## src/rtl/dtw_pkg.sv

```systemverilog
// Shared DTW result-stream definitions.
// Used by both the core's writer side and the result reader.
package dtw_pkg;

  localparam int W_QID     = 0;
  localparam int W_POS     = 1;
  localparam int W_MIN     = 2;
  localparam int REC_WORDS = 3;

  typedef enum logic [2:0] {
    IDLE,
    RD_QID,
    RD_POS,
    RD_MIN,
    CHECK,
    EMIT
  } state_e;

  typedef struct packed {
    logic [31:0] qid;
    logic [31:0] pos;
    logic [15:0] minval;
  } res_rec_t;

endpackage

```

## src/rtl/dtw_result_reader_if.sv

```systemverilog
// Result FIFO read port plus downstream record handshake.
// master = reader, slave = FIFO/downstream side.
interface dtw_result_reader_if #(
  parameter int WIDTH = 16
);
  logic             fifo_rden;
  logic             fifo_empty;
  logic [31:0]      fifo_data;
  logic             res_valid;
  logic             res_ready;
  logic [31:0]      res_qid;
  logic [31:0]      res_pos;
  logic [WIDTH-1:0] res_minval;

  modport master (
    output fifo_rden, res_valid,
    output res_qid, res_pos, res_minval,
    input  fifo_empty, fifo_data, res_ready
  );

  modport slave (
    input  fifo_rden, res_valid,
    input  res_qid, res_pos, res_minval,
    output fifo_empty, fifo_data, res_ready
  );
endinterface

```

## src/rtl/dtw_result_best.sv

```systemverilog
// Lowest-score tracker; an update in the clear cycle still
// lands, so the emitted record becomes the new best.
module dtw_result_best
  import dtw_pkg::*;
#(
  parameter int WIDTH = 16
) (
  input  logic             clk,
  input  logic             rst,
  input  logic             clear,
  input  logic             upd,
  input  res_rec_t         rec,
  output logic             best_valid,
  output logic [31:0]      best_qid,
  output logic [31:0]      best_pos,
  output logic [WIDTH-1:0] best_minval
);

  logic     valid_q, valid_d;
  res_rec_t best_q, best_d;
  logic     take;

  always_comb begin
    valid_d = valid_q;
    best_d  = best_q;
    take    = upd && (!valid_q || clear ||
              rec.minval < best_q.minval);
    if (clear) begin
      valid_d = 1'b0;
      best_d  = '0;
    end
    if (take) begin
      valid_d = 1'b1;
      best_d  = rec;
    end
  end

  always_ff @(posedge clk) begin
    if (rst) begin
      valid_q <= 1'b0;
      best_q  <= '0;
    end else begin
      valid_q <= valid_d;
      best_q  <= best_d;
    end
  end

  assign best_valid  = valid_q;
  assign best_qid    = best_q.qid;
  assign best_pos    = best_q.pos;
  assign best_minval = best_q.minval[WIDTH-1:0];

endmodule

```

## src/rtl/dtw_result_reader.sv

```systemverilog
// Drains qid/pos/min triples from the DTW result FIFO, emits
// records downstream and keeps host-visible statistics.
module dtw_result_reader
  import dtw_pkg::*;
#(
  parameter int WIDTH     = 16,
  parameter int CNT_WIDTH = 32
) (
  input  logic                 clk,
  input  logic                 rst,
  input  logic                 enable,
  input  logic                 clear,
  dtw_result_reader_if.master  bus,
  output logic                 best_valid,
  output logic [31:0]          best_qid,
  output logic [31:0]          best_pos,
  output logic [WIDTH-1:0]     best_minval,
  output logic [CNT_WIDTH-1:0] n_results,
  output logic [CNT_WIDTH-1:0] n_errors,
  output logic                 frame_err
);

  state_e               state_q, state_d;
  logic                 rden_q, rden_d;
  logic                 pend_q, pend_d;
  logic [31:0]          qid_q, qid_d;
  logic [31:0]          pos_q, pos_d;
  logic [31:0]          raw_q, raw_d;
  logic [CNT_WIDTH-1:0] nres_q, nres_d;
  logic [CNT_WIDTH-1:0] nerr_q, nerr_d;
  logic                 ferr_q, ferr_d;
  logic                 hs, err, rd_st;
  res_rec_t             rec;

  always_comb begin
    state_d = state_q;
    qid_d   = qid_q;
    pos_d   = pos_q;
    raw_d   = raw_q;
    hs      = 1'b0;
    err     = 1'b0;
    unique case (state_q)
      IDLE:   if (enable) state_d = RD_QID;
      RD_QID: if (pend_q) begin
        qid_d   = bus.fifo_data;
        state_d = RD_POS;
      end
      RD_POS: if (pend_q) begin
        pos_d   = bus.fifo_data;
        state_d = RD_MIN;
      end
      RD_MIN: if (pend_q) begin
        raw_d   = bus.fifo_data;
        state_d = CHECK;
      end
      CHECK: begin
        err     = |raw_q[31:WIDTH];
        state_d = err ? IDLE : EMIT;
      end
      EMIT: if (bus.res_ready) begin
        hs      = 1'b1;
        state_d = IDLE;
      end
      default: state_d = IDLE;
    endcase
    // one outstanding read; next read may issue in the capture cycle
    rd_st  = state_d inside {RD_QID, RD_POS, RD_MIN};
    rden_d = rd_st && !rden_q && !bus.fifo_empty;
    pend_d = rden_q && !bus.fifo_empty;
  end

  always_comb begin
    nres_d = clear ? '0 : nres_q;
    nerr_d = clear ? '0 : nerr_q;
    ferr_d = clear ? 1'b0 : ferr_q;
    if (hs) nres_d = nres_d + CNT_WIDTH'(1);
    if (err) begin
      nerr_d = nerr_d + CNT_WIDTH'(1);
      ferr_d = 1'b1;
    end
  end

  always_ff @(posedge clk) begin
    if (rst) begin
      state_q <= IDLE;
      rden_q  <= 1'b0;
      pend_q  <= 1'b0;
      qid_q   <= '0;
      pos_q   <= '0;
      raw_q   <= '0;
      nres_q  <= '0;
      nerr_q  <= '0;
      ferr_q  <= 1'b0;
    end else begin
      state_q <= state_d;
      rden_q  <= rden_d;
      pend_q  <= pend_d;
      qid_q   <= qid_d;
      pos_q   <= pos_d;
      raw_q   <= raw_d;
      nres_q  <= nres_d;
      nerr_q  <= nerr_d;
      ferr_q  <= ferr_d;
    end
  end

  always_comb begin
    rec        = '0;
    rec.qid    = qid_q;
    rec.pos    = pos_q;
    rec.minval[WIDTH-1:0] = raw_q[WIDTH-1:0];
  end

  dtw_result_best #(.WIDTH(WIDTH)) u_best (
    .clk         (clk),
    .rst         (rst),
    .clear       (clear),
    .upd         (hs),
    .rec         (rec),
    .best_valid  (best_valid),
    .best_qid    (best_qid),
    .best_pos    (best_pos),
    .best_minval (best_minval)
  );

  assign bus.fifo_rden  = rden_q;
  assign bus.res_valid  = (state_q == EMIT);
  assign bus.res_qid    = qid_q;
  assign bus.res_pos    = pos_q;
  assign bus.res_minval = raw_q[WIDTH-1:0];
  assign n_results      = nres_q;
  assign n_errors       = nerr_q;
  assign frame_err      = ferr_q;

endmodule

```

## src/flat_wrapper.sv

```systemverilog
// flat-port wrapper written by rule: the top's interface ports become plain ports
module dtw_result_reader_flat import dtw_pkg::*;
#(
  parameter int WIDTH     = 16,
  parameter int CNT_WIDTH = 32
)
  (clk, rst, enable, clear, best_valid, best_qid, best_pos, best_minval, n_results, n_errors, frame_err, bus_fifo_rden, bus_res_valid, bus_res_qid, bus_res_pos, bus_res_minval, bus_fifo_empty, bus_fifo_data, bus_res_ready);
  dtw_result_reader_if #(.WIDTH(WIDTH)) bus_i ();
  input  logic clk;
  input  logic rst;
  input  logic enable;
  input  logic clear;
  output logic best_valid;
  output logic [31:0] best_qid;
  output logic [31:0] best_pos;
  output logic [WIDTH-1:0] best_minval;
  output logic [CNT_WIDTH-1:0] n_results;
  output logic [CNT_WIDTH-1:0] n_errors;
  output logic frame_err;
  output wire logic [$bits(bus_i.fifo_rden)-1:0] bus_fifo_rden;
  output wire logic [$bits(bus_i.res_valid)-1:0] bus_res_valid;
  output wire logic [$bits(bus_i.res_qid)-1:0] bus_res_qid;
  output wire logic [$bits(bus_i.res_pos)-1:0] bus_res_pos;
  output wire logic [$bits(bus_i.res_minval)-1:0] bus_res_minval;
  input wire logic [$bits(bus_i.fifo_empty)-1:0] bus_fifo_empty;
  input wire logic [$bits(bus_i.fifo_data)-1:0] bus_fifo_data;
  input wire logic [$bits(bus_i.res_ready)-1:0] bus_res_ready;
  assign bus_fifo_rden = bus_i.fifo_rden;
  assign bus_res_valid = bus_i.res_valid;
  assign bus_res_qid = bus_i.res_qid;
  assign bus_res_pos = bus_i.res_pos;
  assign bus_res_minval = bus_i.res_minval;
  assign bus_i.fifo_empty = bus_fifo_empty;
  assign bus_i.fifo_data = bus_fifo_data;
  assign bus_i.res_ready = bus_res_ready;
  dtw_result_reader #(.WIDTH(WIDTH), .CNT_WIDTH(CNT_WIDTH)) u_core (.clk(clk), .rst(rst), .enable(enable), .clear(clear), .bus(bus_i), .best_valid(best_valid), .best_qid(best_qid), .best_pos(best_pos), .best_minval(best_minval), .n_results(n_results), .n_errors(n_errors), .frame_err(frame_err));
endmodule
```

## config.mk

```make
export PLATFORM = sky130hd
export DESIGN_NAME = dtw_result_reader_flat
export DESIGN_NICKNAME = d
export VERILOG_FILES = /design/src/rtl/dtw_pkg.sv /design/src/rtl/dtw_result_reader_if.sv /design/src/rtl/dtw_result_best.sv /design/src/rtl/dtw_result_reader.sv /design/src/flat_wrapper.sv
export SDC_FILE = /design/constraint.sdc
export NUM_CORES = 1
export LEC_CHECK = 0
export ABC_AREA = 1
export BUFFER_PORTS_ARGS = -buffer_cell sky130_fd_sc_hd__clkbuf_2
export CAP_MARGIN = 20
export CORE_MARGIN = 2
export CORE_UTILIZATION = 55
export CTS_BUF_LIST = sky130_fd_sc_hd__clkbuf_8
export CTS_CLUSTER_DIAMETER = 30
export DETAILED_ROUTE_END_ITERATION = 8
export PLACE_DENSITY = 0.82
export SETUP_SLACK_MARGIN = 0.4
export SLEW_MARGIN = 30
export SYNTH_ARGS = -nofsm -noshare
export SYNTH_HDL_FRONTEND = slang
export SYNTH_SLANG_ARGS = --single-unit
```

## constraint.sdc

```tcl
create_clock -name clk -period 2.7 [get_ports clk]
set_input_delay 0.54 -clock clk [delete_from_list [all_inputs] [get_ports clk]]
set_output_delay 0.54 -clock clk [all_outputs]
set_load 0.03 [all_outputs]
```

==> flow_summary.toml <==
[clock_network]
clk_pin_slew_worst_paths_ns = 0.05
cts.sinks = 247
htreeDepth = 2
cts_made_buffers = 50
clock_latency_ns = 0.57
cts_hold_buf = 0
cts_tree = "yes"
clockBufferDepth = 3
clockRootBuffer = "clkbuf_8"

[min_path]
hold_class = "in -> reg"

[status]
status = "complete, no violations"

[layout]
layout_common_cells = "264 x clkbuf_2, 247 x dfxtp_1, 231 x nor2_1"
antenna_cells = 0
area_growth_pct = 25.2
final_common_cell = "clkbuf_2"
drive_gt1_frac = 0.234
stdcell_count = 2075
fin_nets = 1826

[yosys]
synth.area.top_cells = "dfxtp_1 45%, nand3_1 8.8%, nor2_1 7.9%"
syn_avg_cell_area_um2 = 7.19
synth_edf_count = 0
yosysTopAreaCell = "dfxtp_1"
synthArstFlopShare = 0
ys.flop_type = "dfxtp_1"
ys_types = 35
synth_fp_nets = 1586
synth_area_um2 = 11000
synth-seq-cells = 247
synth_top_area_frac = 0.449
yosysSeqAreaShare = 0.449
yosys_warnings = 0
syn_inst = 1531

[flow_run]
maxCapViolCount = 0

[floorplan]
io_pins = 266
die-width_um = 145
std_cell_rows = 51
die_area_um2 = 21200
initial_core_util = 0.564
core_um2 = 19500
die_h_um = 145

[global_route]
grt_usage = 0.303
grt_max_degree = 129
grt_pass1_vias = 10600
grt_overflow = 0
antenna_found_initial = 1
grt_pass1_wl_mm = 53.4

[critical_path]
critPathKind = "reg -> reg"
max_stage_delay_ns = 0.38
cp.arrival_ns = 2.54
cp_cell_sequence = "inv_1 -> nor2_4 -> ha_1 -> inv_1 -> nor3_4 -> nand2_1 -> nor3_4 -> nand3b_1 -> nor2_2 -> nand2_1 -> nor2_1 -> nor2_1"
crit_path_max_fanout = 4
cp.required_ns = 3.15
cp-end-kind = "register"
cp_slowest_cell = "dfxtp_1"
start_kind = "register"

[sta]
drv_slew = 0
hold_violations = 0
slew_headroom = 0.528
rsz0062_at_grt = "yes"
period_minus_slack_ns = 2.09
fin_crit_sh = 0.773
setup_violations = 0
finalSetupTns_ns = 0
worst_clock_skew_ns = 0.0200
max_freq_ghz = 0.479
worst_slew_pin_slew_ns = 0.708

[drt]
maxUsedRoutingLayer = "met4"
drc = 0
vias = 11400
routedWlPerCell_um = 16.4
wl_met1_mm = 13.4
dr.first_iter.drc_count = 831
antenna_left = 0
avgViaCountPerCell = 5.51
dr_wl_met3_mm = 3.42
drt_pass1_iterations = 5
routed_wl_mm = 34.1
wl_met2_mm = 16.1

[power]
cellLeakagePower_nw = 5.76
p_per_area_nw_per_um2 = 615
ir_drop_mv = 0.513
power.total_mw = 8.48

[place]
portBuffers = 265
place.gp.congestion = 0.943
placed_cells = 1977
dp_hpwl_mm = 22.9
==> cell type report <==
class / instances / area, um^2
clock inverters: 32 / 399
flip-flops and latches: 247 / 4940
multi-input cells: 1045 / 5110
inverters: 132 / 498
fillers: 1680 / 5740
repair buffers: 295 / 1700
well taps: 265 / 332
clock buffers: 59 / 812
==> flip-flops by register name (all words and copies together), names as in the netlist, 3 cells and up <==
| name | count |
|---|---|
| u_core.bus.res_pos | 32 |
| u_core.bus.res_qid | 32 |
| u_core.n_errors | 32 |
| u_core.n_results | 32 |
| u_core.raw_q | 32 |
| u_core.u_best.best_pos | 32 |
| u_core.u_best.best_qid | 32 |
| u_core.u_best.best_minval | 16 |
| u_core.state_q | 3 |
==> critical path, delay by kind of cell (launching register included) <==
family	cells	cell delay, ns
DFF	1	0.38
buffers and inverters	2	0.19
adders and majority gates	1	0.19
and+or+nand+nor	9	1.23
==> cell families (layout without fill, tap and decap cells) <==
kind of cell,Yosys count,count (layout),synth area share
xor+xnor,12,12,0.00954
simple gates,714,714,0.291
buf+inv,239,518,0.0916
fa+ha+maj,17,17,0.0193
compound gates,302,302,0.140
flops,247,247,0.449
==> power by group <==
group | total (mW) | internal, mW | switching [mW]
clock | 4.58 | 2.88 | 1.70
combinational | 0.235 | 0.0625 | 0.173
sequential | 3.66 | 3.66 | 0.00888
==> repair_timing <==
item                                   4_1_cts  5_1_grt
resized for setup                            0        5
setup endpoints to repair                    0       30
endpoints found under the hold margin        0        0
buffers inserted                             0        5
==> Yosys cell counts (all sizes together) (2+ instances only) <==
cell type,count
inv,131
o21a,6
a31oi,3
xor2,8
nand3,195
nor2,246
nor3,40
xnor2,4
clkbuf,57
dfxtp,247
nor3b,5
nand2,206
nand4,16
o21ai,120
a21oi,170
nand3b,4
ha,17
nor4,2
buf,50
==> through the flow <==
| step | hold slack, ns | area, um^2 | utilization | setup WS (ns) |
|---|---|---|---|---|
| after CTS | 0.140 | 13700 | 0.700 | 0.554 |
| after detailed placement | 0.444 | 12400 | 0.638 | 0.202 |
| after global placement | 0.438 | 12400 | 0.638 | 0.235 |
| final | 0.163 | 13800 | 0.706 | 0.613 |
| after global routing | 0.153 | 13800 | 0.706 | 0.338 |
| after floorplan | 0.429 | 11000 | - | 0.403 |
==> per-layer routing <==
| layer | GRT usage | vias to the layer above |
|---|---|---|
| met1 | 0.384 | 5243 |
| met3 | 0.0809 | 90 |
| li1 | - | 5538 |
| met2 | 0.487 | 552 |
| met4 | 0.138 | 0 |
| met5 | 0 | - |
==> path summary, 6_finish.rpt <==
check,slack [ns],start,end,cells after the start
max,0.61,u_core.n_results[0],u_core.n_results[28],12
min,0.16,bus_fifo_empty,u_core.pend_q,2
max reg2reg,0.61,u_core.n_results[0],u_core.n_results[28],12
min reg2reg,0.45,u_core.raw_q[27],u_core.raw_q[27],2
Note: power is estimated with default switching activity, not from simulation.
